**src/rtl/instr_fetch.sv**
```systemverilog
// Instruction fetch stage for KGPRISC: PC -> imem req/ack -> instr valid/ready to decode.
// Optional hung-fetch watchdog enabled by defining FETCH_TIMEOUT_EN.
module instr_fetch #(
  parameter int unsigned TIMEOUT_CYCLES = 255
) (
  input  logic        clk,
  input  logic        start,
  input  logic [31:0] pc,
  input  logic        fetch_en,
  input  logic        flush,
  output logic        imem_req,
  output logic [31:0] imem_addr,
  input  logic        imem_ack,
  input  logic [31:0] imem_rdata,
  output logic [31:0] instr,
  output logic [5:0]  opcode,
  output logic        instr_valid,
  input  logic        instr_ready,
  output logic        stall,
  output logic        fetch_fault,
  output logic [31:0] fault_pc
);

  localparam logic [2:0] ST_IDLE  = 3'd0;
  localparam logic [2:0] ST_REQ   = 3'd1;
  localparam logic [2:0] ST_HOLD  = 3'd2;
  localparam logic [2:0] ST_DROP  = 3'd3;
  localparam logic [2:0] ST_FAULT = 3'd4;

  logic [2:0]  state_r;
  logic [2:0]  state_nxt_s;
  logic [31:0] imem_addr_r;
  logic [31:0] addr_nxt_s;
  logic [31:0] instr_r;
  logic [31:0] instr_nxt_s;
  logic [31:0] fault_pc_r;
  logic [31:0] fault_pc_nxt_s;
  logic        req_r;
  logic        valid_r;
  logic        stall_r;
  logic        fault_r;
  logic        tmo_expire_s;

`ifdef FETCH_TIMEOUT_EN
  logic [7:0] tmo_cnt_r;
  logic       waiting_s;

  assign waiting_s    = (state_r == ST_REQ) || (state_r == ST_DROP);
  assign tmo_expire_s = waiting_s && (tmo_cnt_r == 8'(TIMEOUT_CYCLES - 32'd1));

  // Watchdog: restarts on every entry to REQ/DROP, counts unacknowledged cycles.
  always_ff @(posedge clk or negedge start) begin
    if (!start) begin
      tmo_cnt_r <= 8'd0;
    end else if (((state_nxt_s == ST_REQ) || (state_nxt_s == ST_DROP)) && (state_nxt_s != state_r)) begin
      tmo_cnt_r <= 8'd0;
    end else if (waiting_s && !imem_ack) begin
      tmo_cnt_r <= tmo_cnt_r + 8'd1;
    end else begin
      tmo_cnt_r <= tmo_cnt_r;
    end
  end
`else
  // No watchdog: legal TIMEOUT_CYCLES is never 0, so this is a constant 0.
  assign tmo_expire_s = (TIMEOUT_CYCLES == 32'd0);
`endif

  // Next-state and datapath load decisions.
  always_comb begin
    state_nxt_s    = state_r;
    addr_nxt_s     = imem_addr_r;
    instr_nxt_s    = instr_r;
    fault_pc_nxt_s = fault_pc_r;
    case (state_r)
      ST_IDLE: begin
        if (fetch_en) begin
          if (pc[1:0] == 2'b00) begin
            state_nxt_s = ST_REQ;
            addr_nxt_s  = pc;
          end else begin
            state_nxt_s    = ST_FAULT;
            fault_pc_nxt_s = pc;
          end
        end else begin
          state_nxt_s = ST_IDLE;
        end
      end
      ST_REQ: begin
        if (imem_ack) begin
          if (flush) begin
            state_nxt_s = ST_IDLE;
          end else begin
            state_nxt_s = ST_HOLD;
            instr_nxt_s = imem_rdata;
          end
        end else if (flush) begin
          // A request already on the bus cannot be withdrawn; wait it out.
          state_nxt_s = ST_DROP;
        end else if (tmo_expire_s) begin
          state_nxt_s    = ST_FAULT;
          fault_pc_nxt_s = imem_addr_r;
        end else begin
          state_nxt_s = ST_REQ;
        end
      end
      ST_DROP: begin
        if (imem_ack) begin
          state_nxt_s = ST_IDLE;
        end else if (tmo_expire_s) begin
          state_nxt_s    = ST_FAULT;
          fault_pc_nxt_s = imem_addr_r;
        end else begin
          state_nxt_s = ST_DROP;
        end
      end
      ST_HOLD: begin
        if (flush) begin
          state_nxt_s = ST_IDLE;
        end else if (instr_ready) begin
          if (fetch_en) begin
            if (pc[1:0] == 2'b00) begin
              state_nxt_s = ST_REQ;
              addr_nxt_s  = pc;
            end else begin
              state_nxt_s    = ST_FAULT;
              fault_pc_nxt_s = pc;
            end
          end else begin
            state_nxt_s = ST_IDLE;
          end
        end else begin
          state_nxt_s = ST_HOLD;
        end
      end
      ST_FAULT: begin
        state_nxt_s = ST_FAULT;
      end
      default: begin
        state_nxt_s = ST_IDLE;
      end
    endcase
  end

  // State, datapath registers and output flags decoded from the next state.
  always_ff @(posedge clk or negedge start) begin
    if (!start) begin
      state_r     <= ST_IDLE;
      imem_addr_r <= 32'd0;
      instr_r     <= 32'd0;
      fault_pc_r  <= 32'd0;
      req_r       <= 1'b0;
      valid_r     <= 1'b0;
      stall_r     <= 1'b0;
      fault_r     <= 1'b0;
    end else begin
      state_r     <= state_nxt_s;
      imem_addr_r <= addr_nxt_s;
      instr_r     <= instr_nxt_s;
      fault_pc_r  <= fault_pc_nxt_s;
      req_r       <= (state_nxt_s == ST_REQ) || (state_nxt_s == ST_DROP);
      valid_r     <= (state_nxt_s == ST_HOLD);
      stall_r     <= (state_nxt_s != ST_IDLE) && (state_nxt_s != ST_HOLD);
      fault_r     <= (state_nxt_s == ST_FAULT);
    end
  end

  assign imem_req    = req_r;
  assign imem_addr   = imem_addr_r;
  assign instr       = instr_r;
  assign opcode      = instr_r[31:26];
  assign instr_valid = valid_r;
  assign stall       = stall_r;
  assign fetch_fault = fault_r;
  assign fault_pc    = fault_pc_r;

endmodule

```
**config.mk**
```make
export PLATFORM = sky130hd
export DESIGN_NAME = instr_fetch
export DESIGN_NICKNAME = d
export VERILOG_FILES = /design/src/rtl/instr_fetch.sv
export SDC_FILE = /design/constraint.sdc
export NUM_CORES = 1
export LEC_CHECK = 0
export ABC_AREA = 1
export CAP_MARGIN = 20
export CORE_ASPECT_RATIO = 1.75
export CORE_MARGIN = 5
export CORE_UTILIZATION = 30
export DETAILED_ROUTE_END_ITERATION = 8
export GPL_TIMING_DRIVEN = 1
export PLACE_DENSITY_LB_ADDON = 0.05
export SLEW_MARGIN = 10
export SYNTH_ARGS = -nofsm -noshare
export SYNTH_HDL_FRONTEND = slang
export SYNTH_SLANG_ARGS = --single-unit
```
**constraint.sdc**
```tcl
create_clock -name clk -period 1.3 [get_ports clk]
set_input_delay 0.26 -clock clk [delete_from_list [all_inputs] [get_ports clk]]
set_output_delay 0.26 -clock clk [all_outputs]
set_load 0.05 [all_outputs]
```
### After elaboration in Yosys (flattened, before gate mapping)

Cells that the tools add are included.

* equality and inequality tests: 11
* multiplexer cells: 19
* bitwise logic cells: 1
* reduce and logical (&&, ||, !) cells: 8

Operators by type and width (number)
* $mux 32: 8
* $pmux 32 s2: 2
* $mux 3: 5
* $pmux 3 s5: 1
* $eq 3x2->1 const B: 4
* $eq 3x1->1 const B: 2
* $eq 3x3->1 const B: 2
* $mux 2: 3
* $reduce_and 3->1: 2
* $ne 2x2->1 const B: 2
* $logic_not 3->1: 1
* $ne 3x2->1 const B: 1
* $reduce_bool 3->1: 1
* $logic_not 2->1: 1
* $reduce_bool 2->1: 1
* $logic_and 1x1->1: 1
* $logic_or 1x1->1: 1
* $not 1->1: 1

* register bits after elaboration: 103
* bits of input ports: 70
* output and inout bits: 106
* word-level logic and storage cells: 47

### Depth between registers and ports, before layout

* word-level depth: 8
* gate-level depth with buffers: 8
* gate-level depth less buffers: 7

### Least setup slack after synthesis

OpenSTA, ideal clock, no wires.

* kind: register to output
* start: register instr_r[26], in the netlist instr[26]
* end: output opcode[0]
* arrival time: 0.904 ns
* data required time: 1.040 ns
* slack: 0.136 ns
* stages on the path, launching flop included: 2
* path buffers: 1
* cells stage by stage: dfrtp_1 buf_4

RTL lines
* start: declaration: RTL line 34 `logic [31:0] instr_r;`
* start signal: assignment: RTL line 158 `instr_r <= instr_nxt_s;`
* end: declaration: RTL line 16 `output logic [5:0] opcode,`

No word-level cell between the ends.

### Worst setup path in the final report

* start: register state_r[2]
* end: register fault_pc_r[4], in the netlist fault_pc[4]

* longest elaborated chain between the ends: 3
* elaborated cells between the ends (all ways): 7
* those cells by class: eq/ne (3); mux (1); reduce/logical (3)

Ends and longest elaborated chain
* start: declaration: RTL line 30 `logic [2:0] state_r;`
* start signal: assignment: RTL line 156 `state_r <= state_nxt_s;`
* $eq 3x2->1 or $logic_not 3->1 (tied branches): RTL line 74 `case (state_r)`
* $ne 2x2->1 (no source line) or $reduce_bool 2->1 (tied branches)
* $reduce_and 3->1 (no source line)
* end signal: assignment: RTL line 159 `fault_pc_r <= fault_pc_nxt_s;`
* end: declaration: RTL line 36 `logic [31:0] fault_pc_r;`

Several ways; a longest one is shown, not always the timed one.
A chain may end at the register's enable or synchronous reset.

==> results by group <==
Run status
  • Run status: complete, no violations

Yosys
  • Synth warn: 0
  • Yosys top cell area share: 0.599
  • Synth top area cells: dfrtp_1 (60%), nand2_1 (14%), o21ai_2 (6.5%), inv_1 (6.5%), o21ai_1 (3.7%)
  • Number of synthesized register bits: just over 100
  • Synth Cell Area: around 0.0043 mm²
  • Post-Syn Instances: ~460
  • Netlist cell types: 18
  • Syn_nets: ~530
  • Sequential area share after synthesis: 0.599
  • Synth area leader: dfrtp_1
  • Syn Area/Cell: 9.46 µm²

Cells and area
  • Cell area after layout: about 0.0080 mm²
  • Commonest non-fill, non-tap cell in the layout: nand2_1
  • Diode count: 0
  • Area growth syn-to-layout: 85.6%
  • Fillers: around 1300
  • Most frequent cells in the layout: nand2_1 (129), buf_12 (114), dfrtp_1 (101)
  • Final nets: around 710
  • Share of layout cells above drive strength 1: 0.369

Global route
  • Initial antenna violation count: 0
  • First-pass GRT wire length: between 15 and 20 mm
  • GRT Overall Usage: 0.144
  • Vias in the first global route: approximately 3700
  • Total grt overflow: 0
  • Largest net degree at the start of global routing: 49

Die
  • Chip Height: approximately 170 µm
  • Rows: 58
  • Initial core utilization: 0.303
  • IO Pins: 176
  • Width of the die: 101 µm
  • Total Die Area: approximately 0.017 mm²
  • Core Region: about 0.014 mm²

Placed design
  • Post-place setup slack: -348 ps
  • Placed Area: roughly 0.0074 mm²
  • Dpl hpwl: 9.26 mm
  • IO buf count: around 180
  • RD Place Congestion: about 0.77

Worst setup path
  • Reg2reg start: state_r[2]$_DFF_PN0_
  • Critical path arrival: roughly 1500 ps
  • CP Depth: 5
  • CP startpoint kind: flip-flop
  • Critical-path top delay cell: dfrtp_2
  • Crit-path cells: nor2_4, nand3_4, clkbuf_16, nand2_1, o21ai_1
  • WS Path Type: reg2reg
  • Buf/Inv on CP: 1
  • WP data required: between 1500 and 2000 ps
  • Worst Reg2Reg Path Length in Cells: 5
  • Worst setup EP type: flip-flop
  • End of the worst register-to-register path: fault_pc[4]$_DFFE_PN0P_
  • Reg2reg setup slack: roughly 3.2 ps
  • Max FO, Critical Path: 12
  • Crit path largest cell delay: roughly 460 ps
  • Delay-heaviest family, CP: flip-flops

Min path
  • Hold Crit Class: in2reg
  • Hold path cells: 3
  • Hold Path End: fault_pc[1]$_DFFE_PN0P_
  • HP Start: pc[1]

Drt
  • Drt first pass iters: 4
  • Wire length on met3: a little over 1 mm
  • First DRT Iteration DRCs: 94
  • Final wirelength: about 13 mm
  • Routed Antenna Nets: 0
  • Top sig layer: met4
  • Ratio of routed vias to standard cells: 4.25
  • Total number of vias: between 3000 and 4000
  • # DRC: 0
  • WL met2: 6.77 mm
  • Wire length on met1: 4.58 mm
  • Drt wl/cell: between 15 and 20 µm

STA
  • PnR worst setup slack: 3.23 ps
  • Post-layout minimum cycle time: approximately 1300 ps
  • Final Max Slew Viols: 0
  • Worst Tran Pin Value: ~440 ps
  • F_max: 771 MHz
  • Final setup vio count: 0
  • Layout Skew: 11.5 ps
  • Period utilisation layout: 0.998
  • Unrepaired setup endpoints after global routing: yes
  • Worst rel slew slack: 0.710
  • Final TNS setup: 0 ps
  • Hold Vio Cnt, Final: 0

Clock tree
  • CTS buffer count: 9
  • CTS sink cnt: approximately 100
  • Worst-path clk slew: roughly 70 ps
  • CTS tree: done
  • Root Buffer: clkbuf_16
  • Clk Latency, worst-skew pair: between 300 and 400 ps
  • Clock tree buffer depth: 2
  • CTS H-tree lvls: 3

Pwr
  • Power Density: approximately 1400 mW/mm²
  • VDD IR-drop max: approximately 0.84 mV
  • Leakage: between 3 and 4 nW

Flow run
  • Max_cap viols: 0
[final cells by class]
class | instances | area, µm² | share of cell area
clock buffer | 10 | 229 | 0.0287
clock inverter | 6 | 51.3 | 0.00642
inverter | 76 | 288 | 0.0360
multi-input combinational | 252 | 1410 | 0.177
sequential | 103 | 2580 | 0.323
tap | 180 | 225 | 0.0282
timing repair buffer | 200 | 3200 | 0.401
[worst register-to-register path: stages (launching register included)]
cell	delay [ps]
dfrtp_2	460
nor2_4	170
nand3_4	200
clkbuf_16	250
nand2_1	60
o21ai_1	50
[what timing repair did]
action,CTS,global route
hold buffers,1,0
pin swaps,1,3
gates resized for setup,5,63
gates cloned,0,6
setup buffers,0,1
hold endpoints to repair,71,0
setup endpoints to repair,26,76
[where the power goes]
group	switching, W	internal [W]	total (W)
sequential	0.000554	0.00365	0.00421
clock	0.00122	0.00133	0.00255
combinational	0.00229	0.00220	0.00449
total	0.00407	0.00718	0.0112
[sequential cells by signal, indices dropped and copies added, names as in the netlist]
signal	flops
instr_valid	1
instr	32
imem_req	1
imem_addr	32
fault_pc	32
fetch_fault	1
state_r	3
stall	1
[stage by stage]
step / hold slack [ps] / std cells / util / total power, W
after floorplan: -35.6 / 455 / - / 0.00597
after detailed placement: 101 / 803 / 0.517 / 0.00865
after CTS: 273 / 820 / 0.538 / 0.0113
after global routing: 262 / 827 / 0.562 / 0.0118
final: 242 / 827 / 0.562 / 0.0112
after global placement: 102 / 803 / 0.517 / 0.00860
[how the worst max path moves through the flow]
stage | start | to | slack (ps)
floorplan | instr[26]$_DFFE_PN0P_ | opcode[0] | 140
global placement | flush | imem_addr[16]$_DFFE_PN0P_ | -330
detailed placement | flush | imem_addr[7]$_DFFE_PN0P_ | -350
CTS | state_r[2]$_DFF_PN0_ | imem_addr[8]$_DFFE_PN0P_ | 3
global route | state_r[2]$_DFF_PN0_ | fault_pc[1]$_DFFE_PN0P_ | -50
finish | state_r[2]$_DFF_PN0_ | fault_pc[4]$_DFFE_PN0P_ | 3
[cells in the mapped netlist]
cell       n
nand2_1  165
dfrtp_1  103
inv_1     74
o21ai_1   32
o21ai_2   32
buf_6     12
nor2_1     8
buf_2      6
buf_4      6
nor2_4     3
inv_2      2
nand3_1    2
nand3_2    2
nand3_4    2
nor2_2     2
o21ai_0    2
ha_1       1
nand2_2    1
[metal layers]
layer,vias to the layer above,global-route usage
li1,1732,-
met5,-,0
met3,19,0.0535
met2,117,0.249
met4,0,0.0616
met1,1645,0.154
[logic make-up after synthesis]
logic type,Yosys count,synth area share
AO/OA/AOI/OAI,66,0.105
adder cells (fa/ha/maj),1,0.00291
buffers and inverters,100,0.115
flip-flops,103,0.599
AND/OR/NAND/NOR,185,0.178
Power figures use the tool's default switching activity.
